`config.mk`:
```
export PLATFORM = sky130hd
export DESIGN_NAME = mem_arbiter
export DESIGN_NICKNAME = d
export VERILOG_FILES = /design/src/rtl/mem_arb_pkg.sv /design/src/rtl/mem_lane.sv /design/src/rtl/mem_arbiter.sv
export SDC_FILE = /design/constraint.sdc
export NUM_CORES = 1
export LEC_CHECK = 0
export CAP_MARGIN = 20
export CORE_MARGIN = 2
export CORE_UTILIZATION = 36
export DETAILED_ROUTE_END_ITERATION = 8
export GPL_ROUTABILITY_DRIVEN = 1
export PLACE_DENSITY = 0.78
export SETUP_SLACK_MARGIN = 0.3
export SYNTH_ARGS = -nofsm -noshare
export SYNTH_HDL_FRONTEND = slang
export SYNTH_SLANG_ARGS = --single-unit
```
`constraint.sdc`:
```
create_clock -name clk -period 3.6 [get_ports clk]
set_input_delay 0.36 -clock clk [delete_from_list [all_inputs] [get_ports clk]]
set_output_delay 0.36 -clock clk [all_outputs]
set_load 0.005 [all_outputs]
```
`src/rtl/mem_arb_pkg.sv`:
```
// rtl/mem_arb_pkg.sv - shared types and lane helpers for the memory arbiter
package mem_arb_pkg;

  typedef enum logic [1:0] {
    SZ_B   = 2'b00,
    SZ_H   = 2'b01,
    SZ_W   = 2'b10,
    SZ_RSV = 2'b11
  } size_e;

  typedef enum logic [1:0] {
    IDLE   = 2'd0,
    ACCESS = 2'd1,
    MERGE  = 2'd2,
    RESP   = 2'd3
  } state_e;

  // Picks the addressed byte/half out of a word and extends it to 32 bits.
  function automatic logic [31:0] lane_extract(input logic [31:0] word, input logic [1:0] off,
                                               input size_e size, input logic uns);
    logic [7:0]  b;
    logic [15:0] h;
    case (off)
      2'd0:    b = word[7:0];
      2'd1:    b = word[15:8];
      2'd2:    b = word[23:16];
      default: b = word[31:24];
    endcase
    h = off[1] ? word[31:16] : word[15:0];
    case (size)
      SZ_B:    lane_extract = {{24{b[7] & ~uns}}, b};
      SZ_H:    lane_extract = {{16{h[15] & ~uns}}, h};
      default: lane_extract = word;
    endcase
  endfunction

  // Replaces the addressed lane(s) of word with the right-aligned store data.
  function automatic logic [31:0] lane_merge(input logic [31:0] word, input logic [31:0] data,
                                             input logic [1:0] off, input size_e size);
    lane_merge = data;
    case (size)
      SZ_B: begin
        case (off)
          2'd0:    lane_merge = {word[31:8], data[7:0]};
          2'd1:    lane_merge = {word[31:16], data[7:0], word[7:0]};
          2'd2:    lane_merge = {word[31:24], data[7:0], word[15:0]};
          default: lane_merge = {data[7:0], word[23:0]};
        endcase
      end
      SZ_H:    lane_merge = off[1] ? {data[15:0], word[15:0]} : {word[31:16], data[15:0]};
      default: lane_merge = data;
    endcase
  endfunction

endpackage

```
`src/rtl/mem_lane.sv`:
```
// rtl/mem_lane.sv - combinational lane extract/merge around the package helpers
module mem_lane
  import mem_arb_pkg::*;
(
  input  logic [31:0] word,
  input  logic [31:0] data,
  input  logic [1:0]  off,
  input  logic [1:0]  size,
  input  logic        uns,
  output logic [31:0] extracted,
  output logic [31:0] merged
);

  assign extracted = lane_extract(word, off, size_e'(size), uns);
  assign merged    = lane_merge(word, data, off, size_e'(size));

endmodule

```
`src/rtl/mem_arbiter.sv`:
```
// rtl/mem_arbiter.sv - two-port round-robin sequencer for the single-port word memory
// Sub-word stores are read-modify-write; loads are lane-extracted and extended.
module mem_arbiter
  import mem_arb_pkg::*;
#(
  parameter int DEPTH  = 8192,
  parameter int ADDR_W = 13
) (
  input  logic              clk,
  input  logic              rst,
  input  logic              r0_valid,
  output logic              r0_ready,
  input  logic [31:0]       r0_addr,
  input  logic [31:0]       r0_wdata,
  input  logic              r0_write,
  input  logic [1:0]        r0_size,
  input  logic              r0_unsigned,
  output logic              r0_rvalid,
  output logic [31:0]       r0_rdata,
  output logic              r0_err,
  input  logic              r1_valid,
  output logic              r1_ready,
  input  logic [31:0]       r1_addr,
  input  logic [31:0]       r1_wdata,
  input  logic              r1_write,
  input  logic [1:0]        r1_size,
  input  logic              r1_unsigned,
  output logic              r1_rvalid,
  output logic [31:0]       r1_rdata,
  output logic              r1_err,
  output logic [ADDR_W-1:0] mem_addr,
  output logic [31:0]       mem_wdata,
  output logic              mem_we,
  input  logic [31:0]       mem_rdata
);

  localparam logic [31:0] DEPTH_W = 32'(DEPTH);

  state_e            state_q, state_d;
  logic              last_q;
  logic              port_q;
  logic [ADDR_W+1:0] addr_q;
  logic [31:0]       wdata_q;
  logic              write_q;
  size_e             size_q;
  logic              uns_q;
  logic              err_q;
  logic [31:0]       rdata_q;
  logic [31:0]       merged_q;

  logic        grant0, grant1, accept;
  logic [31:0] sel_addr;
  size_e       sel_size;
  logic        sel_misalign, sel_oob, req_err;
  logic [31:0] lane_extracted, lane_merged;

  assign sel_addr = grant1 ? r1_addr : r0_addr;
  assign sel_size = size_e'(grant1 ? r1_size : r0_size);
  assign accept   = grant0 | grant1;

  always_comb begin
    sel_misalign = 1'b0;
    case (sel_size)
      SZ_H:    sel_misalign = sel_addr[0];
      SZ_W:    sel_misalign = (sel_addr[1:0] != 2'b00);
      SZ_RSV:  sel_misalign = 1'b1;
      default: sel_misalign = 1'b0;
    endcase
  end

  assign sel_oob = ({2'b00, sel_addr[31:2]} >= DEPTH_W);
  assign req_err = sel_misalign | sel_oob;

  mem_lane u_lane (
    .word      (mem_rdata),
    .data      (wdata_q),
    .off       (addr_q[1:0]),
    .size      (size_q),
    .uns       (uns_q),
    .extracted (lane_extracted),
    .merged    (lane_merged)
  );

  always_ff @(posedge clk or posedge rst) begin
    if (rst) state_q <= IDLE;
    else     state_q <= state_d;
  end

  // Grants, memory strobes and the next state all decode from state_q, so reset kills them at once.
  always_comb begin
    state_d   = state_q;
    grant0    = 1'b0;
    grant1    = 1'b0;
    mem_we    = 1'b0;
    mem_wdata = 32'h0;
    case (state_q)
      IDLE: begin
        grant0 = r0_valid & (~r1_valid | last_q);
        grant1 = r1_valid & (~r0_valid | ~last_q);
        if (grant0 | grant1) state_d = req_err ? RESP : ACCESS;
      end
      ACCESS: begin
        if (write_q && size_q == SZ_W) begin
          mem_we    = 1'b1;
          mem_wdata = wdata_q;
          state_d   = RESP;
        end else if (write_q) begin
          state_d = MERGE;
        end else begin
          state_d = RESP;
        end
      end
      MERGE: begin
        mem_we    = 1'b1;
        mem_wdata = merged_q;
        state_d   = RESP;
      end
      default: state_d = IDLE;
    endcase
  end

  always_ff @(posedge clk or posedge rst) begin
    if (rst) begin
      last_q   <= 1'b1;
      port_q   <= 1'b0;
      addr_q   <= '0;
      wdata_q  <= 32'h0;
      write_q  <= 1'b0;
      size_q   <= SZ_B;
      uns_q    <= 1'b0;
      err_q    <= 1'b0;
      rdata_q  <= 32'h0;
      merged_q <= 32'h0;
    end else begin
      if (state_q == IDLE && accept) begin
        last_q  <= grant1;
        port_q  <= grant1;
        addr_q  <= sel_addr[ADDR_W+1:0];
        wdata_q <= grant1 ? r1_wdata : r0_wdata;
        write_q <= grant1 ? r1_write : r0_write;
        size_q  <= sel_size;
        uns_q   <= grant1 ? r1_unsigned : r0_unsigned;
        err_q   <= req_err;
        rdata_q <= 32'h0;
      end
      if (state_q == ACCESS && !write_q) rdata_q <= lane_extracted;
      if (state_q == ACCESS && write_q)  merged_q <= lane_merged;
    end
  end

  assign mem_addr  = addr_q[ADDR_W+1:2];
  assign r0_ready  = grant0;
  assign r1_ready  = grant1;
  assign r0_rvalid = (state_q == RESP) & ~port_q;
  assign r1_rvalid = (state_q == RESP) & port_q;
  assign r0_err    = r0_rvalid & err_q;
  assign r1_err    = r1_rvalid & err_q;
  assign r0_rdata  = r0_rvalid ? rdata_q : 32'h0;
  assign r1_rdata  = r1_rvalid ? rdata_q : 32'h0;

endmodule

```
======== Yosys cells after proc, flatten, opt, wreduce, memory -nomap -nowiden ========
Cells that the tools add are included.
cells by class
  $lt $le $gt $ge ......................... 1
  equal/unequal tests ..................... 11
  mux-type cells .......................... 27
  bitwise operators ....................... 18
  reductions and logical operators ........ 10
operators with widths
  kind                    number
  $mux W32                8
  $pmux W32 S2            3
  $pmux W32 S3            1
  $ge A30 B14 Y1 const B  1
  $pmux W8 S3             1
  $mux W16                1
  $eq A2 B2 Y1 const B    6
  $and A1 B1 Y1           8
  $eq A2 B1 Y1 const B    4
  $mux W1                 7
  $logic_not A2 Y1        3
  $mux W2                 3
  $pmux W2 S3             1
  $not A1 Y1              5
  $or A1 B1 Y1            5
  $logic_and A1 B1 Y1     4
  $reduce_bool A2 Y1      2
  $pmux W1 S3             1
  $ne A2 B2 Y1 const B    1
  $pmux W1 S2             1
  $logic_not A1 Y1        1
storage, ports and cells
  bits in registers ....................... 120
  bits of input ports ..................... 172
  logic and storage cells ................. 78

======== Logic depth before layout (Yosys ltp) ========
  depth in word-level cells ............... 11
  gate-level depth with buffers ........... 8

======== Modules after synthesis ========
From an unflattened synthesis, not the netlist that was laid out.
unflattened totals
  cell total of the unflattened synthesis .. 915
  area, all modules ....................... 8247.9 um2
modules (own cells, without submodules)
  module       instances  cells an instance  area an instance (um2)  seq. area each (um2)
  mem_arbiter  1          651                6236.0                  3004.1
  mem_lane     1          264                2011.9                  0.0

======== Least setup slack after synthesis ========
OpenSTA, ideal clock, no wires.
  path kind ............................... register to output
  from .................................... register state_q[1]
  to ...................................... output port mem_wdata[30]
  arrival ................................. 1507 ps
  required time ........................... 3240 ps
  setup slack ............................. 1733 ps
  cell stages (with the launch flop) ...... 8
  cells stage by stage .................... dfrtp_1 > inv_1 > ha_1 > nand2_1 > nor2_1 > buf_2 > a22oi_1 > nor2b_1
on the way
  cells in the longest elaborated chain, start to end .. 2
  elaborated cells on any way between the ends .. 3
  those cells by class .................... 2 x eq/ne; 1 x mux
RTL lines
  what                                          line               text
  start: declaration                            mem_arbiter.sv:39  state_e state_q, state_d;
  start signal: assignment                      mem_arbiter.sv:86  else state_q <= state_d;
  $eq A2 B2 Y1 or $eq A2 B1 Y1 (tied branches)  mem_arbiter.sv:96  case (state_q)
  $pmux W32 S2 *                                mem_arbiter.sv:96
  end: declaration                              mem_arbiter.sv:32  output logic [31:0] mem_wdata,
Mark *: on every way between the ends. The rest lies on a longest branch, timed or not.

======== Worst setup path after layout ========
  from .................................... register size_q[0]
  to ...................................... output port mem_wdata[11]
on the way
  cells in the longest elaborated chain, start to end .. 4
RTL lines
  what                      line                text
  start: declaration        mem_arbiter.sv:45   size_e size_q;
  start signal: assignment  mem_arbiter.sv:141  size_q <= sel_size;
  $eq A2 B2 Y1              mem_arbiter.sv:103  if (write_q && size_q == SZ_W) begin
  $logic_and A1 B1 Y1       mem_arbiter.sv:103
  $mux W32                  mem_arbiter.sv:103
  $pmux W32 S2              mem_arbiter.sv:96
No other way between the ends.

==> metrics.txt <==
RSZ-0062 raised after global routing=false; crit path capture type=primary output; endpoints failing hold=0; WL final=25.17 mm; relative slew slack=roughly a quarter; syn_area_per_cell=roughly 9 um2; sw frac=around two fifths; post-synthesis adder-cell area fraction=less than 1%; Max clock buf depth=2; H-tree levels=4; Rows=51; Leak=between 0.004 and 0.005 uW; final hold slack=0.4781 ns; Critical Path Fanout Max=33; # setup viols final=0; Layout Nets=between 1000 and 1500; WL/cell=around 19 um; CP Launch Point=size_q[0]$_DFFE_PP0P_; Fillers=roughly 1800; register clock-pin slew on the reported worst setup and hold paths=0.05 ns; clock sinks=120; Peak VDD IR=0.4803 mV; port bufs=about 290; Critical R2R Capture=merged_q[15]$_DFFE_PP0P_; register area share after synthesis=41.42%; CTS tree=done; Final Max Slew Viols=0; sequential share of power=32.1%; antenna violations before repair=1; GRT Util Overall=23.70%; flop and latch count out of synthesis=120; Post-CTS Setup Inserts=0; Pwr Total=~8200 uW; IO Count=about 290; worst clock skew=0.008865 ns; critical path arrival=between 2 and 3 ns; Clock Power Share=a little over a fifth; setup tns final=0 ns; DRC viols=0; Via Count=roughly 7200; Die Height=145.9 um; worst-skew pair later-pin latency=between 0.4 and 0.5 ns; mux share of post-synthesis cell area=11.85%; Most used DFF post-synth=dfrtp_1; DRT iter0 DRCs=about 530; Slew @ Worst Pin=about 1.1 ns; worst reg-to-reg path cell count=4; cell internal pwr=around 5000 uW; largest net degree at the start of global routing=58; Worst EP required=between 3 and 4 ns; gpl congestion=~0.9; cts repair resizes=0; die width=roughly 150 um; simple-gate share of the synthesized area=18.92%; Worst R2R Start=addr_q[0]$_DFFE_PP0P_; Cell Area, Synth=7253 um2; CORE AREA=~20000 um2; Cells after Synth=between 800 and 900; gr ovfl total=0; Combinational Power Share=between 40% and 50%; Unique masters post-synth=44; fin crit share=between 80 and 90%; Crit Path Class=flip-flop to primary output; first-pass GRT wire length=roughly 40 mm; Synth Area in Compound Gates=21.17%; worst hold path type=flip-flop to flip-flop; die area=21300 um2; largest family of logic cells by synthesized area=compound AO/OA/AOI/OAI gates; Multi-input gate area=between 3000 and 4000 um2; register area=approximately 3000 um2; Net Count, Synth=a little under 1000; Hold-fix buffers, CTS=0; clk root buf=clkbuf_16; status=completed; CTS Buf Count=17; CP endpoint=mem_wdata[11]; Via density=between 5 and 6; CP startpoint kind=flip-flop; Syn-to-layout area delta=49.75%; Net Sw Power=approximately 3300 uW; R2R Setup Slk=1.10 ns; async set or reset register ratio after synthesis=between 90% and 100%; minimum clock period=roughly 3 ns; fraction of layout cells with a size suffix above 1=between 5 and 6%; yosys warns=0; HPWL after detailed placement=between 15 and 20 mm; Starting Density=a little under two fifths; post-route antenna net violation count=0; fmax=~330 MHz; vias in the first global route=about 7100; XOR/XNOR Fraction of Synth Area=0%; number of synthesized flops with an enable pin=0; Power per Cell Area=approximately 760 nW/um2; DRT Pass-1 Iters=6; MaxCap Viol Count=0
[cells in the mapped netlist (8+ instances only)]
library cell	instances	area share (%)
a21oi_1	26	1.8
a221o_1	16	2.2
a222oi_1	12	1.7
a22oi_1	33	3.4
a31oi_1	10	0.86
and2_1	35	3.0
and3_1	33	2.8
buf_2	23	1.6
buf_4	14	1.4
clkbuf_1	38	2.0
dfrtp_1	119	41
inv_1	8	0.41
mux2_2	8	1.2
mux2i_1	74	10
nand2_1	113	5.8
nand3_1	10	0.69
nor2_1	17	0.88
nor2b_1	35	3.0
nor3_1	12	0.83
o21ai_0	97	6.7
o21ai_1	11	0.76
o22ai_1	22	1.9
[worst min path at each step]
stage	startpoint	endpoint	slack [ns]	cells after the start
3_3_place_gp	addr_q[9]$_DFFE_PP0P_	addr_q[9]$_DFFE_PP0P_	0.46	2
5_1_grt	addr_q[6]$_DFFE_PP0P_	addr_q[6]$_DFFE_PP0P_	0.52	2
6_report	addr_q[12]$_DFFE_PP0P_	addr_q[12]$_DFFE_PP0P_	0.48	2
4_1_cts	addr_q[12]$_DFFE_PP0P_	addr_q[12]$_DFFE_PP0P_	0.48	2
2_1_floorplan	r0_valid	last_q$_DFFE_PP1P_	0.43	1
3_5_place_dp	addr_q[12]$_DFFE_PP0P_	addr_q[12]$_DFFE_PP0P_	0.47	2
[metal layers]
layer	vias up	track usage, %	routed length, um
met4	0	7.794	492
met3	32	4.326	1621
met5	-	0	0
met1	3440	31.66	10980
li1	3432	-	-
met2	287	38.89	12080
[registers in the layout, summed over array words and instances, names as in the netlist, 2 cells and up]
signal and cells:
merged_q 32, rdata_q 32, wdata_q 32, addr_q 15, size_q 2, state_q 2
[power groups by stage]
| stage | registers (uW) | clock network, uW | logic, uW |
|---|---|---|---|
| after floorplan | 2290 | 0 | 2680 |
| after global placement | 2650 | 0 | 3730 |
| after detailed placement | 2650 | 0 | 3830 |
| after CTS | 2630 | 1810 | 3850 |
| after global routing | 2720 | 1860 | 4240 |
| final | 2640 | 1770 | 3820 |
[cells in the final DEF (no fill, tap or decap), types with 5 or more instances in the layout]
cell / count
a211oi_1: 6
mux2i_1: 74
clkdlybuf4s50_1: 287
buf_4: 14
nand2_1: 113
nor2b_1: 35
inv_1: 7
o22ai_1: 22
nand3_1: 9
a31oi_1: 10
a21oi_1: 26
and2_1: 35
a221o_1: 16
o21ai_0: 97
ha_1: 5
o21ai_1: 10
dfrtp_1: 119
nor4_1: 6
nor3_1: 12
a22oi_1: 33
mux2_2: 8
clkbuf_16: 17
and3_1: 33
nor2_1: 16
a222oi_1: 12
[through the flow]
stage               area, um2  std cells  util [%]  setup slack, ns
floorplan                7257        816         -            1.733
global placement        10250       1303     52.31            1.085
detailed placement      10250       1303     52.31            1.016
CTS                     10860       1334     55.43           0.5656
global route            10860       1335     55.44           0.4051
finish                  10860       1335     55.44           0.6138
[cell families (layout without fill, tap and decap cells)]
logic type,count (synthesis),in the layout
AND/OR/NAND/NOR,275,275
AO/OA/AOI/OAI,242,242
flip-flops,120,120
buffers and inverters,90,343
multiplexers,84,84
adder cells (fa/ha/maj),5,5
other,0,1
[area by class of cell]
type	instances	share of cell area (%)
clock buffers	22	4.274
repair buffers	303	27.78
diodes	1	0.02304
flip-flops and latches	120	27.66
multi-input cells	606	35.50
well taps	265	3.053
clock inverters	9	1.359
inverters	9	0.3456
[critical path, cell delays in order, from the launching register on]
cell,delay [ns]
dfrtp_1,0.50
inv_1,0.33
nand2_1,0.14
nor2_2,0.10
buf_4,0.34
a22oi_1,0.15
nor2b_1,0.14
clkdlybuf4s50_1,0.51
Power figures use the tool's default switching activity.
==> patch, RTL diff (same settings) <==
The 4 states of `state_e` get a one-hot encoding in 4 bits.
--- a/src/rtl/mem_arb_pkg.sv
+++ b/src/rtl/mem_arb_pkg.sv
@@ -8,11 +8,11 @@
     SZ_RSV = 2'b11
   } size_e;
 
-  typedef enum logic [1:0] {
-    IDLE   = 2'd0,
-    ACCESS = 2'd1,
-    MERGE  = 2'd2,
-    RESP   = 2'd3
+  typedef enum logic [3:0] {
+    IDLE   = 4'b0001,
+    ACCESS = 4'b0010,
+    MERGE  = 4'b0100,
+    RESP   = 4'b1000
   } state_e;
 
   // Picks the addressed byte/half out of a word and extends it to 32 bits.
Formal check against the unedited RTL: same outputs for any inputs over 4 cycles, from zero or initial values and one cycle with rst high; so few cycles prove little.
==> patch against the unedited design <==
First-iteration DRC count fell by 20%. Synthesized area rose by 0.36%. Routed wire length fell by 4.6%. Hold slack improved by 6.1 ps. Design area barely moved. Sequential share of layout area rose by 0.46 points. Clock skew fell by 1.5 ps. Sequential cell count rose by 2. Die area rose by 0.36%. Utilization fell by 1.2 points. Setup slack got worse by 150 ps.
Power is not compared: it rests on default switching activity, and its combinational part moved more than twofold at a synthesized area within 25%.
==> patch: results (changes against the unedited design) <==
fin nets: 1215 (was 1234)
synth cell count leaders: dfrtp_1 (120), and2_1 (68), mux2i_1 (67), nand2_1 (67) (was dfrtp_1 (119), nand2_1 (113), o21ai_0 (97))
CTS clk-pin slew, worst paths: 60 ps
syn_nets: 973 (was 993)
top cells by area, synth: dfrtp_1 (41%), mux2i_1 (9.2%), a22o_1 (6.9%), and2_1 (5.8%), a21oi_1 (4.3%) (was dfrtp_1 (41%), mux2i_1 (10%), o21ai_0 (6.7%), nand2_1 (5.8%), a22oi_1 (3.4%))
vias in the first global route: 6883 (was 7088)
end of the critical path: mem_wdata[12] (was mem_wdata[11])
post-layout minimum cycle time: 3130 ps (was 2990 ps)
proportion of layout cells with a drive suffix above 1: 6.72% (was 5.89%)
DR top layer: met4 (unchanged)
status: completed (unchanged)
drt pass-1 iters: 5 (was 6)
port buffer count: 287 (unchanged)
worst reg2reg setup slack: 1220 ps (was 1100 ps)
Least-Margin Pin Slew: 1040 ps (was 1110 ps)
Longest Clk Path Bufs: 2 (unchanged)
HPWL after DPL: 17.8 mm (was 19.4 mm)
routed length on met1: 10.3 mm (was 11.0 mm)
# diodes: 0 (was 1)
slowest cell delay on critical path: 570 ps (was 510 ps)
CTS Root Cell: clkbuf_16 (unchanged)
R2R Path Start: state_q[1]$_DFFE_PP0P_ (was addr_q[0]$_DFFE_PP0P_)
global-route wire length before repair: 37.9 mm (was 39.7 mm)
CP max-delay cell: dfrtp_1 (was clkdlybuf4s50_1)
CP arrival: 2770 ps (was 2630 ps)
reg2reg end: rdata_q[23]$_DFFE_PP0P_ (was merged_q[15]$_DFFE_PP0P_)
clock latency on the worst-skew pair: 410 ps
met3 wire len: 1.52 mm (was 1.62 mm)
met2 wire len: 11.4 mm (was 12.1 mm)
placed inst area: 10300 sq um (was 10200 sq um)
GR Util All Layers: 22.4% (was 23.7%)
Layout fillers: 1891 (was 1781)
total routed wirelength: 24.0 mm (was 25.2 mm)
Resized cells post-CTS: 0 (unchanged)
Via-to-Cell Ratio: 5.26 (was 5.39)
Seq/Total Area, Yosys: 42.0% (was 41.4%)
Post-synth ARST share: 100% (unchanged)
clk_skew: 7.34 ps (was 8.87 ps)
Initial DRC Count: 420 (was 527)
Setup Buffers After CTS: 0 (unchanged)
HP Class: input port to asynchronous set/reset pin (was register to register)
dpl ws: 911 ps (was 1020 ps)
Distinct cells, synth: 47 (was 44)
largest net degree at the start of global routing: 123 (was 58)
maximum VDD drop: 327 uV
antenna violations before repair: 0 (was 1)
routability cong.: 0.887 (was 0.922)
Max FO, Critical Path: 25 (was 33)
==> patch: area by class of cell <==
type | count | area share (%)
Clock buffer | 20 | 4.11
Multi-Input combinational cell | 577 | 34.9
Timing Repair Buffer | 299 | 27.7
Sequential cell | 122 | 28.1
Tap cell | 270 | 3.11
Clock inverter | 12 | 1.15
Inverter | 26 | 0.932
==> patch: how the worst min path moves through the flow <==
stage | cells after the start | from | slack [ps] | endpoint
after floorplan | 1 | r0_valid | 420 | last_q$_DFFE_PP1P_
after global placement | 1 | rdata_q[12]$_DFFE_PP0P_ | 470 | rdata_q[12]$_DFFE_PP0P_
after detailed placement | 2 | merged_q[2]$_DFFE_PP0P_ | 470 | merged_q[2]$_DFFE_PP0P_
after CTS | 2 | merged_q[2]$_DFFE_PP0P_ | 490 | merged_q[2]$_DFFE_PP0P_
after global routing | 1 | rdata_q[12]$_DFFE_PP0P_ | 510 | rdata_q[12]$_DFFE_PP0P_
final | 3 | rst | 480 | wdata_q[4]$_DFFE_PP0P_
==> patch: per-layer routing <==
layer	global-route usage (%)	vias up
li1	-	3337
met2	36.7	294
met1	29.2	3299
met5	0	-
met4	8.98	0
met3	4.66	48
==> patch: cells by family after synthesis <==
group	count (synthesis)	share of synthesized area (%)
simple gates	262	18.5
compound gates	239	22.2
flops	122	42.0
buf+inv	102	6.58
mux	76	10.8
==> patch: worst max-delay path, delay by kind of cell (launching register included) <==
kind                   cells  cell delay (ps)
AOI/OAI and AO/OA          1              160
and+or+nand+nor            2              860
DFF                        1              570
buffers and inverters      2              760
==> patch: per-stage QoR <==
step                hold slack [ps]  std cells  util [%]  total power [W]
CTS                             487       1326      54.3          0.00484
global route                    508       1326      54.3          0.00507
global placement                468       1294      51.4          0.00315
finish                          484       1326      54.3          0.00481
detailed placement              474       1294      51.4          0.00317
floorplan                       423        801         -          0.00259
